<file path="config.mk">
export PLATFORM = sky130hd
export DESIGN_NAME = sim_end_monitor
export DESIGN_NICKNAME = d
export VERILOG_FILES = /design/src/rtl/sim_end_pkg.sv /design/src/rtl/sim_end_idle_watchdog.sv /design/src/rtl/sim_end_monitor.sv
export SDC_FILE = /design/constraint.sdc
export NUM_CORES = 1
export LEC_CHECK = 0
export ABC_CLOCK_PERIOD_IN_PS = 3700
export BUFFER_PORTS_ARGS = -buffer_cell sky130_fd_sc_hd__buf_4
export CAP_MARGIN = 20
export CORE_MARGIN = 1.5
export CORE_UTILIZATION = 40
export DETAILED_ROUTE_END_ITERATION = 16
export GPL_ROUTABILITY_DRIVEN = 1
export HOLD_SLACK_MARGIN = 0.1
export PLACE_DENSITY = 0.65
export RECOVER_POWER = 100
export SLEW_MARGIN = 20
export SYNTH_ARGS = -nofsm -noshare
export SYNTH_HDL_FRONTEND = slang
export SYNTH_SLANG_ARGS = --single-unit
</file>
<file path="constraint.sdc">
create_clock -name clock -period 3.7 [get_ports clock]
set_clock_uncertainty 0.1 [all_clocks]
set_input_delay 0.37 -clock clock [delete_from_list [all_inputs] [get_ports clock]]
set_output_delay 0.37 -clock clock [all_outputs]
set_load 0.02 [all_outputs]
</file>
<file path="src/rtl/sim_end_pkg.sv">
// Shared types and helpers for the end-of-simulation monitor.
// Finish reasons are encoded so a driver can decode them directly.
package sim_end_pkg;

    typedef enum logic [1:0] {
        RUN   = 2'd0,
        DRAIN = 2'd1,
        PASS  = 2'd2,
        FAIL  = 2'd3
    } state_e;

    typedef enum logic [1:0] {
        NONE    = 2'd0,
        FAILURE = 2'd1,
        TIMEOUT = 2'd2,
        HANG    = 2'd3
    } reason_e;

    // Scans from the top so the lowest set bit is the one that survives.
    function automatic int unsigned lowest_set_index(input logic [31:0] vec);
        int unsigned idx;
        idx = 0;
        for (int i = 31; i >= 0; i--) begin
            if (vec[i]) idx = i;
        end
        return idx;
    endfunction

endpackage

</file>
<file path="src/rtl/sim_end_idle_watchdog.sv">
// Saturating idle counter that flags a hang when no kick arrives for
// WATCHDOG_CYCLES enabled cycles; WATCHDOG_CYCLES == 0 disables it.
module sim_end_idle_watchdog #(
    parameter int unsigned WATCHDOG_CYCLES = 100000
) (
    input  logic clock,
    input  logic reset,
    input  logic enable,
    input  logic kick,
    output logic expired
);

    localparam int IW = (WATCHDOG_CYCLES > 1) ? $clog2(WATCHDOG_CYCLES) : 1;
    localparam logic [IW-1:0] LIMIT = IW'((WATCHDOG_CYCLES > 0) ? WATCHDOG_CYCLES - 1 : 0);

    logic [IW-1:0] idle_q;
    logic [IW-1:0] idle_d;

    always_comb begin
        idle_d = idle_q;
        if (enable) begin
            if (kick) begin
                idle_d = '0;
            end else if (idle_q != LIMIT) begin
                idle_d = idle_q + IW'(1);
            end
        end
    end

    always_ff @(posedge clock) begin
        if (!reset) begin
            idle_q <= '0;
        end else begin
            idle_q <= idle_d;
        end
    end

    assign expired = (WATCHDOG_CYCLES != 0) && enable && !kick && (idle_q == LIMIT);

endmodule

</file>
<file path="src/rtl/sim_end_monitor.sv">
// End-of-simulation controller: aggregates per-channel success/failure,
// enforces a cycle limit and a hang watchdog, and raises one finish handshake.
module sim_end_monitor
    import sim_end_pkg::*;
#(
    parameter int unsigned NUM_CHANNELS    = 4,
    parameter int unsigned COUNTER_WIDTH   = 64,
    parameter int unsigned WATCHDOG_CYCLES = 100000,
    parameter int unsigned DRAIN_CYCLES    = 16,
    localparam int FCW = (NUM_CHANNELS > 1) ? $clog2(NUM_CHANNELS) : 1
) (
    input  logic                     clock,
    input  logic                     reset,
    input  logic [COUNTER_WIDTH-1:0] cfg_max_cycles,
    input  logic [NUM_CHANNELS-1:0]  chan_enable,
    input  logic [NUM_CHANNELS-1:0]  chan_success,
    input  logic [NUM_CHANNELS-1:0]  chan_failure,
    input  logic [NUM_CHANNELS-1:0]  chan_progress,
    output logic [NUM_CHANNELS-1:0]  success_seen,
    output logic [COUNTER_WIDTH-1:0] cycle_count,
    output logic                     finish_request,
    output logic                     pass,
    output logic                     fail,
    output logic [1:0]               fail_reason,
    output logic [FCW-1:0]           fail_channel
);

    localparam int DW = (DRAIN_CYCLES > 1) ? $clog2(DRAIN_CYCLES) : 1;
    localparam logic [DW-1:0] DRAIN_LAST = DW'((DRAIN_CYCLES > 0) ? DRAIN_CYCLES - 1 : 0);

    state_e                   state_q;
    reason_e                  reason_q;
    logic [NUM_CHANNELS-1:0]  success_seen_q;
    logic [COUNTER_WIDTH-1:0] cycle_q;
    logic [DW-1:0]            drain_q;
    logic                     pass_q;
    logic                     fail_q;
    logic                     finish_q;
    logic [FCW-1:0]           fchan_q;

    logic                     active;
    logic [NUM_CHANNELS-1:0]  fail_vec;
    logic [NUM_CHANNELS-1:0]  success_d;
    logic                     fail_hit;
    logic                     timeout;
    logic                     all_ok;
    logic                     hang;

    assign active    = (state_q == RUN) || (state_q == DRAIN);
    assign fail_vec  = chan_failure & chan_enable;
    assign fail_hit  = |fail_vec;
    assign timeout   = (cfg_max_cycles != '0) && (cycle_q >= cfg_max_cycles);
    // Same-cycle success counts toward completion, not just recorded history.
    assign success_d = success_seen_q | (chan_success & chan_enable);
    assign all_ok    = (&(success_d | ~chan_enable)) && (|chan_enable);

    sim_end_idle_watchdog #(
        .WATCHDOG_CYCLES(WATCHDOG_CYCLES)
    ) u_watchdog (
        .clock  (clock),
        .reset  (reset),
        .enable (state_q == RUN),
        .kick   (|(chan_progress & chan_enable)),
        .expired(hang)
    );

    always_ff @(posedge clock) begin
        if (!reset) begin
            cycle_q        <= '0;
            success_seen_q <= '0;
        end else if (active) begin
            if (cycle_q != '1) cycle_q <= cycle_q + COUNTER_WIDTH'(1);
            success_seen_q <= success_d;
        end
    end

    always_ff @(posedge clock) begin
        if (!reset) begin
            state_q  <= RUN;
            reason_q <= NONE;
            drain_q  <= '0;
            pass_q   <= 1'b0;
            fail_q   <= 1'b0;
            finish_q <= 1'b0;
            fchan_q  <= '0;
        end else if (active) begin
            if (fail_hit) begin
                state_q  <= FAIL;
                fail_q   <= 1'b1;
                finish_q <= 1'b1;
                reason_q <= FAILURE;
                fchan_q  <= FCW'(lowest_set_index(32'(fail_vec)));
            end else if (timeout) begin
                state_q  <= FAIL;
                fail_q   <= 1'b1;
                finish_q <= 1'b1;
                reason_q <= TIMEOUT;
            end else if (hang) begin
                state_q  <= FAIL;
                fail_q   <= 1'b1;
                finish_q <= 1'b1;
                reason_q <= HANG;
            end else if (state_q == RUN) begin
                if (all_ok) begin
                    drain_q <= '0;
                    if (DRAIN_CYCLES == 0) begin
                        state_q  <= PASS;
                        pass_q   <= 1'b1;
                        finish_q <= 1'b1;
                    end else begin
                        state_q <= DRAIN;
                    end
                end
            end else if (drain_q == DRAIN_LAST) begin
                state_q  <= PASS;
                pass_q   <= 1'b1;
                finish_q <= 1'b1;
            end else begin
                drain_q <= drain_q + DW'(1);
            end
        end
    end

    assign success_seen   = success_seen_q;
    assign cycle_count    = cycle_q;
    assign finish_request = finish_q;
    assign pass           = pass_q;
    assign fail           = fail_q;
    assign fail_reason    = reason_q;
    assign fail_channel   = fchan_q;

endmodule

</file>
# Word-level counts from Yosys, hierarchy flattened
# Index checks and enable logic that the tools add are counted.
# Widths: inputs -> output; s select.
[classes]
addsub = 3
order_cmp = 1
eq_ne = 9
mux = 26
n_bitwise = 10
reduce_logical = 24
[ops]
columns = ["op", "count"]
rows = [
  ["$add 64x1->64 const B", 1],
  ["$ge 64x64->1", 1],
  ["$ne 64x64->1 const B", 1],
  ["$reduce_bool 64->1", 1],
  ["$mux 17", 2],
  ["$mux 2", 13],
  ["$add 17x1->17 const B", 1],
  ["$eq 17x17->1 const B", 1],
  ["$ne 17x17->1 const B", 1],
  ["$and 4x4->4", 3],
  ["$mux 4", 3],
  ["$reduce_and 6->1", 2],
  ["$reduce_or 4->1", 3],
  ["$mux 1", 8],
  ["$or 4x4->4", 2],
  ["$reduce_and 2->1", 4],
  ["$reduce_and 3->1", 2],
  ["$ne 5x5->1 const B", 1],
  ["$reduce_bool 5->1", 1],
  ["$add 4x1->4 const B", 1],
  ["$eq 4x4->1 const B", 1],
  ["$logic_and 1x1->1", 4],
  ["$ne 4x4->1 const B", 1],
  ["$not 1->1", 4],
  ["11 further kinds", 11],
]
[word_totals]
reg_bits = 98
in_bits = 82
output_inout_bits = 75
wordCells = 83

# Depth between registers and ports, before layout
# Gate-level depths: netlist of run 1.
[logic_depth]
depth_word = 10
depth_mapped = 11

# By module
# From an unflattened synthesis of run 1, not the netlist that was laid out.
[hier_totals]
cells_unflattened = 815
hier_area_um2 = 6580.1
[modules_own_cells]
columns = ["module", "n_inst", "cells_per_inst", "area_per_inst_um2", "seq_area_each_um2"]
rows = [
  ["sim_end_monitor", 1, 706, 5654.2, 1621.6],
  ["sim_end_idle_watchdog", 1, 109, 925.9, 340.3],
]

# Least setup slack after synthesis of run 1
# OpenSTA, ideal clock, no wires.
[synth_timing]
path_kind = "reg2reg"
start = "register cycle_q[52], in the netlist cycle_count[52]"
end = "register cycle_q[4], in the netlist cycle_count[4]"
setup_ps = 115
arrival_ps = 2783
path_slack_ps = 702
path_stages_with_launch = 10
cell_sequence = "dfxtp_1 -> nand4_2 -> or3_4 -> or4_4 -> or3b_4 -> and2_4 -> buf_6 -> and3_4 -> xor2_1 -> and2_1"
[synth_between]
elab_chain_len = 2
[synth_rtl]
columns = ["item", "line", "rtl"]
rows = [
  ["start: declaration", "sim_end_monitor.sv:34", "logic [COUNTER_WIDTH-1:0] cycle_q;"],
  ["start signal: assignment", "sim_end_monitor.sv:72", "if (cycle_q != '1) cycle_q <= cycle_q + COUNTER_WIDTH'(1);"],
  ["$ne 64x64->1", "sim_end_monitor.sv:72", ""],
  ["$reduce_and 2->1 (no source line)", "-", ""],
]
# No other way between the ends.
# A chain may end at the register's enable or synchronous reset.

# Final worst setup path of run 1
[layout_timing]
start = "register cycle_q[30], in the netlist cycle_count[30]"
end = "register drain_q[2]"
[layout_between]
elab_chain_len = 4
[layout_rtl]
columns = ["item", "line", "rtl"]
rows = [
  ["$ge 64x64->1", "sim_end_monitor.sv:52", "assign timeout = (cfg_max_cycles != '0) && (cycle_q >= cfg_max_cycles);"],
  ["$logic_and 1x1->1", "sim_end_monitor.sv:52", ""],
  ["$not 1->1 (no source line)", "-", ""],
  ["$reduce_and 6->1 (no source line)", "-", ""],
  ["end signal: assignment", "sim_end_monitor.sv:119", "drain_q <= drain_q + DW'(1);"],
  ["end: declaration", "sim_end_monitor.sv:35", "logic [DW-1:0] drain_q;"],
]
# No other way between the ends.

==> flow_summary_export.csv, run 1 <==
group,metric,value,unit
status,status,"complete, no violations",
synthesis,synth_edf_count,0,
final_layout,final_util,50.3,%
route,drt-wirelength-per-cell,15.0,um
setup_path,r2r-end,"drain_q[2]$_SDFFE_PN0P_",
clock_tree,cts.sinks,98,
setup_path,cp_common_cell,"a31oi_1",
die,ios,157,
die,die_x,130,um
clock_tree,cts_resized,0,
setup_path,reg2reg_depth,9,
setup_path,crit_family,"compound AO/OA/AOI/OAI gates",
place,gp_congestion,0.857,
setup_path,cp-endpoint,"drain_q[2]$_SDFFE_PN0P_",
setup_path,cp.arrival,3.50,ns
synthesis,syn_inst,793,
timing,worst_pin_slew,1.01,ns
power_and_ir_drop,max-vdd-ir-drop,197,uV
synthesis,ys_seq_area_share,30.5,%
timing,fin_crit,3.36,ns
setup_path,cp.depth,9,
clock_tree,hold_buffers,0,
die,design.core.area,15800,um2
power_and_ir_drop,p_total,2.47,mW
power_and_ir_drop,netSwitchingPower,0.595,mW
clock_tree,path_clk_slew,0.07,ns
die,die-area,16900,um2
setup_path,crit_path_end_kind,"flop",
global_route,first_global_vias,5718,
clock_tree,clockBufferDepth,2,
final_layout,syn_to_final_growth,23.2,%
final_layout,drive_above_1_share,12.2,%
die,start_util,40.8,%
route,wirelength,17700,um
synthesis,post_synth.cell_area_avg,8.11,um2
clock_tree,insertion_delay,0.36,ns
timing,fin_tns_setup,0,ns
clock_tree,cts_root_buf,"clkbuf_16",
synthesis,synth_cell_types,59,
setup_path,path_class,"reg2reg",
run,maxCapViolations,0,
setup_path,r2r_slack,0.34,ns
timing,hold_slack,0.201,ns
global_route,grt_first_pass_wirelength,28800,um
place,dp_cells,1162,
clock_tree,cts_inserted_buffers,9,
route,ant_nets,0,
synthesis,syn-num-nets,942,
setup_path,crit_path_max_fanout,12,
synthesis,ys_ff_latch,98,
setup_path,cpMaxStageDelayCell,"a31oi_1",
power_and_ir_drop,power_density,311,nW/um2
route,dr.pass1.iters,4,
timing,slew_viol_final,0,
place,hpwlAfterDp,13900,um
hold_path,hp-class,"in2reg",
die,fp.dieH,130,um
timing,fin_crit_sh,90.7,%
setup_path,r2r-start,"cycle_count[30]$_SDFFE_PN0P_",
power_and_ir_drop,power.leakage,3.39,nW
timing,max_freq,298,MHz
global_route,grt_remaining_overflow,0,
setup_path,crit_chain,"ha_1 -> and4_1 -> nor4bb_1 -> nand4_1 -> o2111ai_1 -> a31oi_1 -> a31oi_1 -> nor2_1 -> o2bb2ai_1",
setup_path,cp-start-kind,"flop",
setup_path,crit_buf_inv,0,
timing,rsz0062_at_grt,"false",
power_and_ir_drop,p_seq_share,44.1,%
global_route,grt_max_degree,89,
power_and_ir_drop,combPwrFrac,10.8,%
route,dr_total_vias,6202,
power_and_ir_drop,switching_share,24.1,%
global_route,antenna_found_initial,0,
clock_tree,cts_tree,"built",
final_layout,regArea,1960,um2
synthesis,synth_flop_cell,"dfxtp_1",
setup_path,slowest_delay,0.84,ns
route,drc_errors,0,
route,vias_per_cell,5.26,
synthesis,syn_area,6430,um2
synthesis,synth-async-reset-ratio,0,%
clock_tree,htreeDepth,3,
power_and_ir_drop,power.share.clock,45.2,%
final_layout,final_nets,1106,
final_layout,antennaDiodeCount,0,
die,rows,46,
place,portBuffers,156,
final_layout,nFillCells,1629,
final_layout,fin_cells,1178,
setup_path,required,3.85,ns
timing,finalSetupViolCount,0,
setup_path,cp-startpoint,"cycle_count[30]$_SDFFE_PN0P_",
route,first_iter_violations,242,
timing,maxSlewHeadroom,32.4,%
clock_tree,post_cts_buffers,0,
power_and_ir_drop,p_int,1.87,mW
final_layout,multi_input_area,4080,um2
hold_path,hold_start,"chan_success[3]",
timing,hold_violations,0,
global_route,grt.total_usage,21.8,%
synthesis,ys_warn_count,0,
==> synthesized netlist by cell type, drive strengths merged, types with 7 or more instances <==
library cell | count | area [um2]
ha | 67 | 838
o21ai | 36 | 180
inv | 77 | 289
clkbuf | 13 | 50.0
and3 | 12 | 80.1
nand3 | 42 | 210
dfxtp | 98 | 1960
a31oi | 7 | 43.8
and2 | 50 | 315
nand4 | 35 | 231
xnor2 | 29 | 254
nand2 | 60 | 225
nor4 | 25 | 156
nor2 | 40 | 150
xor2 | 30 | 263
and4 | 10 | 88.8
or3 | 23 | 151
nor2b | 10 | 62.6
a21oi | 30 | 150
nor3 | 24 | 125
a21boi | 21 | 158
==> worst min-delay path by stage <==
stage,to,slack [ns],cells after the start
3_3_place_gp,fail_reason[1]$_SDFFE_PN0P_,0.34,2
3_5_place_dp,fail_reason[1]$_SDFFE_PN0P_,0.34,2
2_1_floorplan,drain_q[1]$_SDFFE_PN0P_,0.35,2
5_1_grt,success_seen[2]$_SDFFE_PN0N_,0.21,3
4_1_cts,success_seen[3]$_SDFFE_PN0N_,0.20,3
6_report,success_seen[3]$_SDFFE_PN0N_,0.20,3
==> stage by stage <==
step	cell area, um2	setup slack (ns)
floorplan	6430	0.702
global placement	7900	0.430
detailed placement	7900	0.362
CTS	8250	0.403
global route	7930	0.0422
finish	7930	0.344
==> power groups by stage <==
stage / clock, mW / combinational [mW] / sequential (mW)
2_1_floorplan: 0 / 0.130 / 1.12
3_3_place_gp: 0 / 0.274 / 1.11
3_5_place_dp: 0 / 0.275 / 1.11
4_1_cts: 1.13 / 0.277 / 1.09
5_1_grt: 1.18 / 0.300 / 1.09
6_report: 1.12 / 0.266 / 1.09
==> cell type report <==
type	count	area share, %
Multi-Input combinational cell	601	51.5
Timing Repair Buffer	170	12.3
Clock buffer	10	3.01
Inverter	77	3.65
Sequential cell	98	24.7
Tap cell	216	3.41
Clock inverter	6	1.42
==> placed cells by master (no fill, tap or decap), types with 19 or more instances in the layout <==
cell type,n
inv_1,77
nor4_1,25
xor2_1,30
buf_4,90
nand4_1,34
nand2_1,60
and2_1,19
o21ai_0,35
dfxtp_1,98
ha_1,67
nor3_1,23
a21boi_0,21
xnor2_1,29
and2_0,31
a21oi_1,30
nand3_1,42
clkbuf_1,80
nor2_1,40
or3_1,21
==> sequential cells by signal, indices dropped and copies added, names as in the netlist <==
register           flops
fail_reason            2
u_watchdog.idle_q     17
pass                   1
success_seen           4
state_q                2
drain_q                4
finish_request         1
fail_channel           2
fail                   1
cycle_count           64
==> per-layer routing <==
layer | GRT usage [%] | vias up | wire (um)
met5 | 0 | - | 0
met4 | 6.73 | 0 | 303
met3 | 3.61 | 21 | 963
met2 | 33.3 | 151 | 7640
met1 | 31.2 | 2872 | 8790
li1 | - | 3158 | -
==> worst min-delay path, cell delays in order <==
cell and delay [ns]:
buf_4 0.08, a31oi_1 0.08, nor2b_1 0.09
==> cells by family after synthesis <==
group | count (synthesis) | share of synthesized area, %
adders and majority gates | 67 | 13.0
xor gates and xnor gates | 59 | 8.03
DFF | 98 | 30.5
muxes | 2 | 0.311
AOI/OAI and AO/OA | 129 | 12.7
and+or+nand+nor | 344 | 29.6
buffers and inverters | 94 | 5.78
Power figures use the tool's default switching activity.
==> run 2, diff against run 1 <==
PLACE_DENSITY = unset   (was 0.65)
PLACE_DENSITY_LB_ADDON = 0.15   (was unset)
==> flow_summary_export.csv, run 2 (synthesized netlist as in run 1, its figures left out) <==
group,metric,value,unit
status,status,"complete, no violations",
run,maxCapViolations,0,
die,rows,46,
final_layout,final_common_cell,"dfxtp_1",
timing,slew_viol_final,0,
route,routed.top_layer,"met4",
global_route,grt_remaining_overflow,0,
global_route,first_global_vias,5794,
setup_path,cp-endpoint,"state_q[1]$_SDFFE_PN0P_",
setup_path,path_class,"reg2reg",
route,vias_per_cell,5.18,
setup_path,reg2reg_depth,11,
timing,hold_slack,0.203,ns
setup_path,crit_path_end_kind,"flop",
setup_path,cp-start-kind,"flop",
route,drt-wirelength-per-cell,14.9,um
setup_path,crit_path_max_fanout,12,
timing,finalSetupViolCount,0,
setup_path,cp-startpoint,"cycle_count[0]$_SDFFE_PN0P_",
clock_tree,cts.sinks,98,
timing,worst_pin_slew,0.770,ns
final_layout,antennaDiodeCount,0,
route,wirelength,17600,um
die,ios,157,
die,design.core.area,15800,um2
power_and_ir_drop,power_density,302,nW/um2
final_layout,largest_reg_flops,64,
timing,hold_violations,0,
setup_path,required,3.85,ns
final_layout,final_cell_mix,"dfxtp_1, buf_4, clkbuf_1",
clock_tree,cts_root_buf,"clkbuf_16",
route,drc_errors,0,
setup_path,crit_chain,"inv_1 -> ha_1 -> nand2b_1 -> a2111oi_0 -> nor4_1 -> o21a_1 -> o31ai_1 -> a31oi_1 -> clkbuf_1 -> or3_1 -> o31a_1",
setup_path,r2r-start,"cycle_count[0]$_SDFFE_PN0P_",
global_route,grt_first_pass_wirelength,28900,um
timing,fin_tns_setup,0,ns
place,hpwlAfterDp,14100,um
clock_tree,cts_inserted_buffers,9,
final_layout,final_nets,1105,
die,die-area,16900,um2
route,first_iter_violations,341,
final_layout,regArea,1960,um2
clock_tree,hold_buffers,0,
timing,rsz0062_at_grt,"false",
place,gp_congestion,0.802,
final_layout,syn_to_final_growth,22.9,%
global_route,grt_max_degree,89,
place,portBuffers,156,
clock_tree,insertion_delay,0.35,ns
clock_tree,clockBufferDepth,2,
die,die_x,130,um
hold_path,hp-class,"in2reg",
power_and_ir_drop,max-vdd-ir-drop,227,uV
final_layout,multi_input_area,4090,um2
die,start_util,40.8,%
route,met3WireLength,1040,um
clock_tree,htreeDepth,3,
power_and_ir_drop,power.leakage,3.37,nW
setup_path,r2r-end,"state_q[1]$_SDFFE_PN0P_",
setup_path,slowest_delay,0.46,ns
final_layout,drive_above_1_share,12.3,%
clock_tree,cts_resized,0,
setup_path,cp.arrival,3.56,ns
timing,max_freq,293,MHz
timing,maxSlewHeadroom,48.7,%
final_layout,nFillCells,1678,
timing,fin_crit,3.41,ns
global_route,antenna_found_initial,0,
setup_path,r2r_slack,0.29,ns
clock_tree,cts_tree,"built",
timing,fin_crit_sh,92.2,%
clock_tree,post_cts_buffers,0,
route,dr.pass1.iters,4,
route,wl_met2,8380,um
route,dr_total_vias,6096,
route,met1_length,7830,um
die,fp.dieH,130,um
clock_tree,path_clk_slew,0.07,ns
setup_path,cpMaxStageDelayCell,"a2111oi_0",
global_route,grt.total_usage,21.7,%
route,ant_nets,0,
## run 2: power by group
group / switching, mW / leakage (nW) / internal (mW)
clock: 0.435 / 0.160 / 0.599
sequential: 0.0180 / 0.792 / 1.07
combinational: 0.142 / 2.42 / 0.120
## run 2: worst min-delay path by stage
stage / depth (start not counted) / startpoint / slack (ns) / end
global route: 3 / chan_success[3] / 0.20 / success_seen[3]$_SDFFE_PN0N_
CTS: 3 / chan_success[2] / 0.19 / success_seen[2]$_SDFFE_PN0N_
detailed placement: 2 / fail_reason[1]$_SDFFE_PN0P_ / 0.35 / fail_reason[1]$_SDFFE_PN0P_
global placement: 2 / fail_reason[1]$_SDFFE_PN0P_ / 0.34 / fail_reason[1]$_SDFFE_PN0P_
finish: 3 / chan_success[2] / 0.20 / success_seen[2]$_SDFFE_PN0N_
floorplan: 2 / drain_q[1]$_SDFFE_PN0P_ / 0.35 / drain_q[1]$_SDFFE_PN0P_
## run 2: worst max-delay path, delay by kind of cell, from the launching register on
kind,cells,cell delay [ns]
and+or+nand+nor,3,0.65
AOI/OAI and AO/OA,5,1.50
DFF,1,0.41
adders and majority gates,1,0.27
buffers and inverters,2,0.38
## run 2: metal layers
metal / global-route usage (%) / vias to the layer above
met1: 27.4 / 2775
li1: - / 3161
met3: 5.21 / 21
met4: 6.21 / 0
met5: 0 / -
met2: 36.7 / 139
## run 2: layout make-up
class | count | share of cell area, %
inverter | 77 | 3.66
clock inverter | 7 | 1.27
multi-input combinational | 601 | 51.7
sequential | 98 | 24.8
tap | 216 | 3.42
clock buffer | 9 | 2.85
timing repair buffer | 169 | 12.3
## run 2: stage by stage
stage          instances  utilization (%)  area, um2  setup WS [ns]  power (mW)
2_1_floorplan        793                -       6430          0.702        1.25
3_5_place_dp        1161             50.0       7890          0.473        1.39
3_3_place_gp        1161             50.0       7890          0.452        1.38
5_1_grt             1177             50.1       7900          0.126        2.50
6_report            1177             50.1       7900          0.288        2.38
4_1_cts             1177             52.1       8210          0.442        2.42
==> run 3, diff against run 2 <==
ABC_AREA = 1   (was unset)
CORE_UTILIZATION = 56   (was 40)
TNS_END_PERCENT = 100   (was unset)
==> flow_summary_export.csv, run 3 <==
group,metric,value,unit
global_route,first_global_vias,7558,
route,first_iter_violations,650,
clock_tree,path_clk_slew,0.07,ns
final_layout,drive_above_1_share,8.95,%
global_route,grt_first_pass_wirelength,35900,um
global_route,met1_usage,39.6,%
global_route,antenna_found_initial,0,
status,status,"finished with violations",
route,vias_per_cell,5.49,
hold_path,hp-class,"in2reg",
route,drt-wirelength-per-cell,14.4,um
setup_path,r2r_slack,0.64,ns
synthesis,synth_edf_count,0,
power_and_ir_drop,power.leakage,3.81,nW
global_route,met3_usage,6.66,%
clock_tree,post_cts_buffers,0,
status,violations,"capacitance limit, slew limit",
synthesis,synth_flop_cell,"dfxtp_1",
synthesis,ys_ff_latch,98,
run,maxCapViolations,1,
clock_tree,clockBufferDepth,2,
synthesis,synth.most_common_cell,"nand2_1",
timing,max_freq,314,MHz
die,fp.dieH,119,um
synthesis,syn_inst,1176,
timing,fin_crit,3.18,ns
place,gp_congestion,1.01,
clock_tree,cts_resized,0,
place,place_area,8880,um2
timing,hold_violations,0,
clock_tree,cts.sinks,98,
setup_path,cp-start-kind,"primary input",
setup_path,cp.arrival,3.19,ns
synthesis,ys_warn_count,0,
place,portBuffers,156,
global_route,grt_max_degree,56,
synthesis,synth_top_cell_area_share,25.8,%
setup_path,path_class,"in2reg",
final_layout,final_util,66.8,%
clock_tree,htreeDepth,3,
die,ios,157,
die,start_util,57.3,%
final_layout,syn_to_final_growth,16.5,%
synthesis,ys_top_cells_by_area,"dfxtp_1, nand2_1, ha_1",
synthesis,syn_area,7590,um2
route,dr_total_vias,8267,
die,die-area,14300,um2
final_layout,nFillCells,1328,
synthesis,synth_cell_types,42,
final_layout,final_cell_mix,"nand2_1, inv_1, nor2_1",
timing,worst_pin_slew,2.56,ns
timing,fin_crit_sh,86.1,%
synthesis,synth_commonest_cells,"nand2_1, inv_1, nor2_1",
timing,hold_slack,0.178,ns
synthesis,ys_seq_area_share,25.8,%
route,wirelength,21700,um
setup_path,crit_path_max_fanout,55,
timing,rsz0062_at_grt,"false",
setup_path,crit_path_end_kind,"flop",
synthesis,synth_area_leader_cell,"dfxtp_1",
timing,fin_tns_setup,0,ns
route,drc_errors,0,
route,ant_nets,0,
timing,slew_viol_final,56,
global_route,grt.total_usage,30.8,%
final_layout,design_area,8840,um2
route,dr.pass1.iters,6,
global_route,grt_busiest_layer,"met2",
synthesis,synth-async-reset-ratio,0,%
clock_tree,cts_inserted_buffers,9,
setup_path,required,3.70,ns
power_and_ir_drop,max-vdd-ir-drop,359,uV
die,die_x,119,um
global_route,gr-usage-met2,52.1,%
global_route,grt_remaining_overflow,0,
final_layout,largest_reg_flops,64,
clock_tree,insertion_delay,0.36,ns
place,hpwlAfterDp,17100,um
synthesis,post_synth.cell_area_avg,6.46,um2
clock_tree,cts_root_buf,"clkbuf_16",
timing,maxSlewHeadroom,-70.7,%
die,design.core.area,13200,um2
die,rows,42,
final_layout,final_common_cell,"nand2_1",
timing,finalSetupViolCount,0,
final_layout,antennaDiodeCount,0,
power_and_ir_drop,power_density,268,nW/um2
clock_tree,hold_buffers,0,
final_layout,final_nets,1474,
clock_tree,cts_tree,"built",
synthesis,syn-num-nets,1325,
[run 3: cell type report]
| type | count | area (um2) | area share (%) |
|---|---|---|---|
| flip-flops and latches | 98 | 1960 | 22.2 |
| repair buffers | 158 | 898 | 10.2 |
| clock buffers | 10 | 239 | 2.70 |
| inverters | 187 | 707 | 7.99 |
| well taps | 176 | 220 | 2.49 |
| multi-input cells | 871 | 4750 | 53.7 |
| clock inverters | 6 | 65.1 | 0.736 |
[run 3: worst paths after layout]
kind / cells past startpoint / from / to
max: 4 / reset / cycle_count[48]$_SDFFE_PN0P_
min reg2reg: 2 / pass$_SDFFE_PN0P_ / pass$_SDFFE_PN0P_
max reg2reg: 13 / cycle_count[4]$_SDFFE_PN0P_ / cycle_count[39]$_SDFFE_PN0P_
min: 3 / chan_success[2] / success_seen[2]$_SDFFE_PN0N_
[run 3: per-stage QoR]
step / setup WS (ns) / std cells / total power, mW
2_1_floorplan: 1.49 / 1176 / 1.32
3_3_place_gp: 0.902 / 1490 / 1.44
3_5_place_dp: 0.836 / 1490 / 1.44
4_1_cts: 0.832 / 1506 / 2.40
5_1_grt: 0.304 / 1506 / 2.47
6_report: 0.515 / 1506 / 2.37
[run 3: routing by layer]
metal	part of all wire, %	wire, um
met1	43	9410
met2	47	10200
met5	0	0
met4	2.3	496
met3	7.3	1590
[run 3: logic make-up (layout without fill, tap and decap cells)]
| kind of cell | count (synthesis) | count (layout) | share of synthesized area, % |
|---|---|---|---|
| DFF | 98 | 98 | 25.8 |
| adders and majority gates | 67 | 67 | 11.0 |
| buffers and inverters | 207 | 361 | 10.9 |
| AOI/OAI and AO/OA | 170 | 170 | 11.8 |
| xor gates and xnor gates | 37 | 37 | 4.27 |
| and+or+nand+nor | 597 | 597 | 36.1 |
[run 3: power breakdown]
| part | internal [mW] | total (mW) | switching (mW) | leakage, nW |
|---|---|---|---|---|
| Clock | 0.544 | 0.964 | 0.420 | 0.149 |
| Combinational | 0.123 | 0.317 | 0.194 | 2.87 |
| Sequential | 1.08 | 1.09 | 0.0171 | 0.793 |
[run 3: critical path, stage by stage]
cell and delay, ns:
clkbuf_2 0.45, inv_1 0.21, clkbuf_1 1.83, nor3_1 0.27
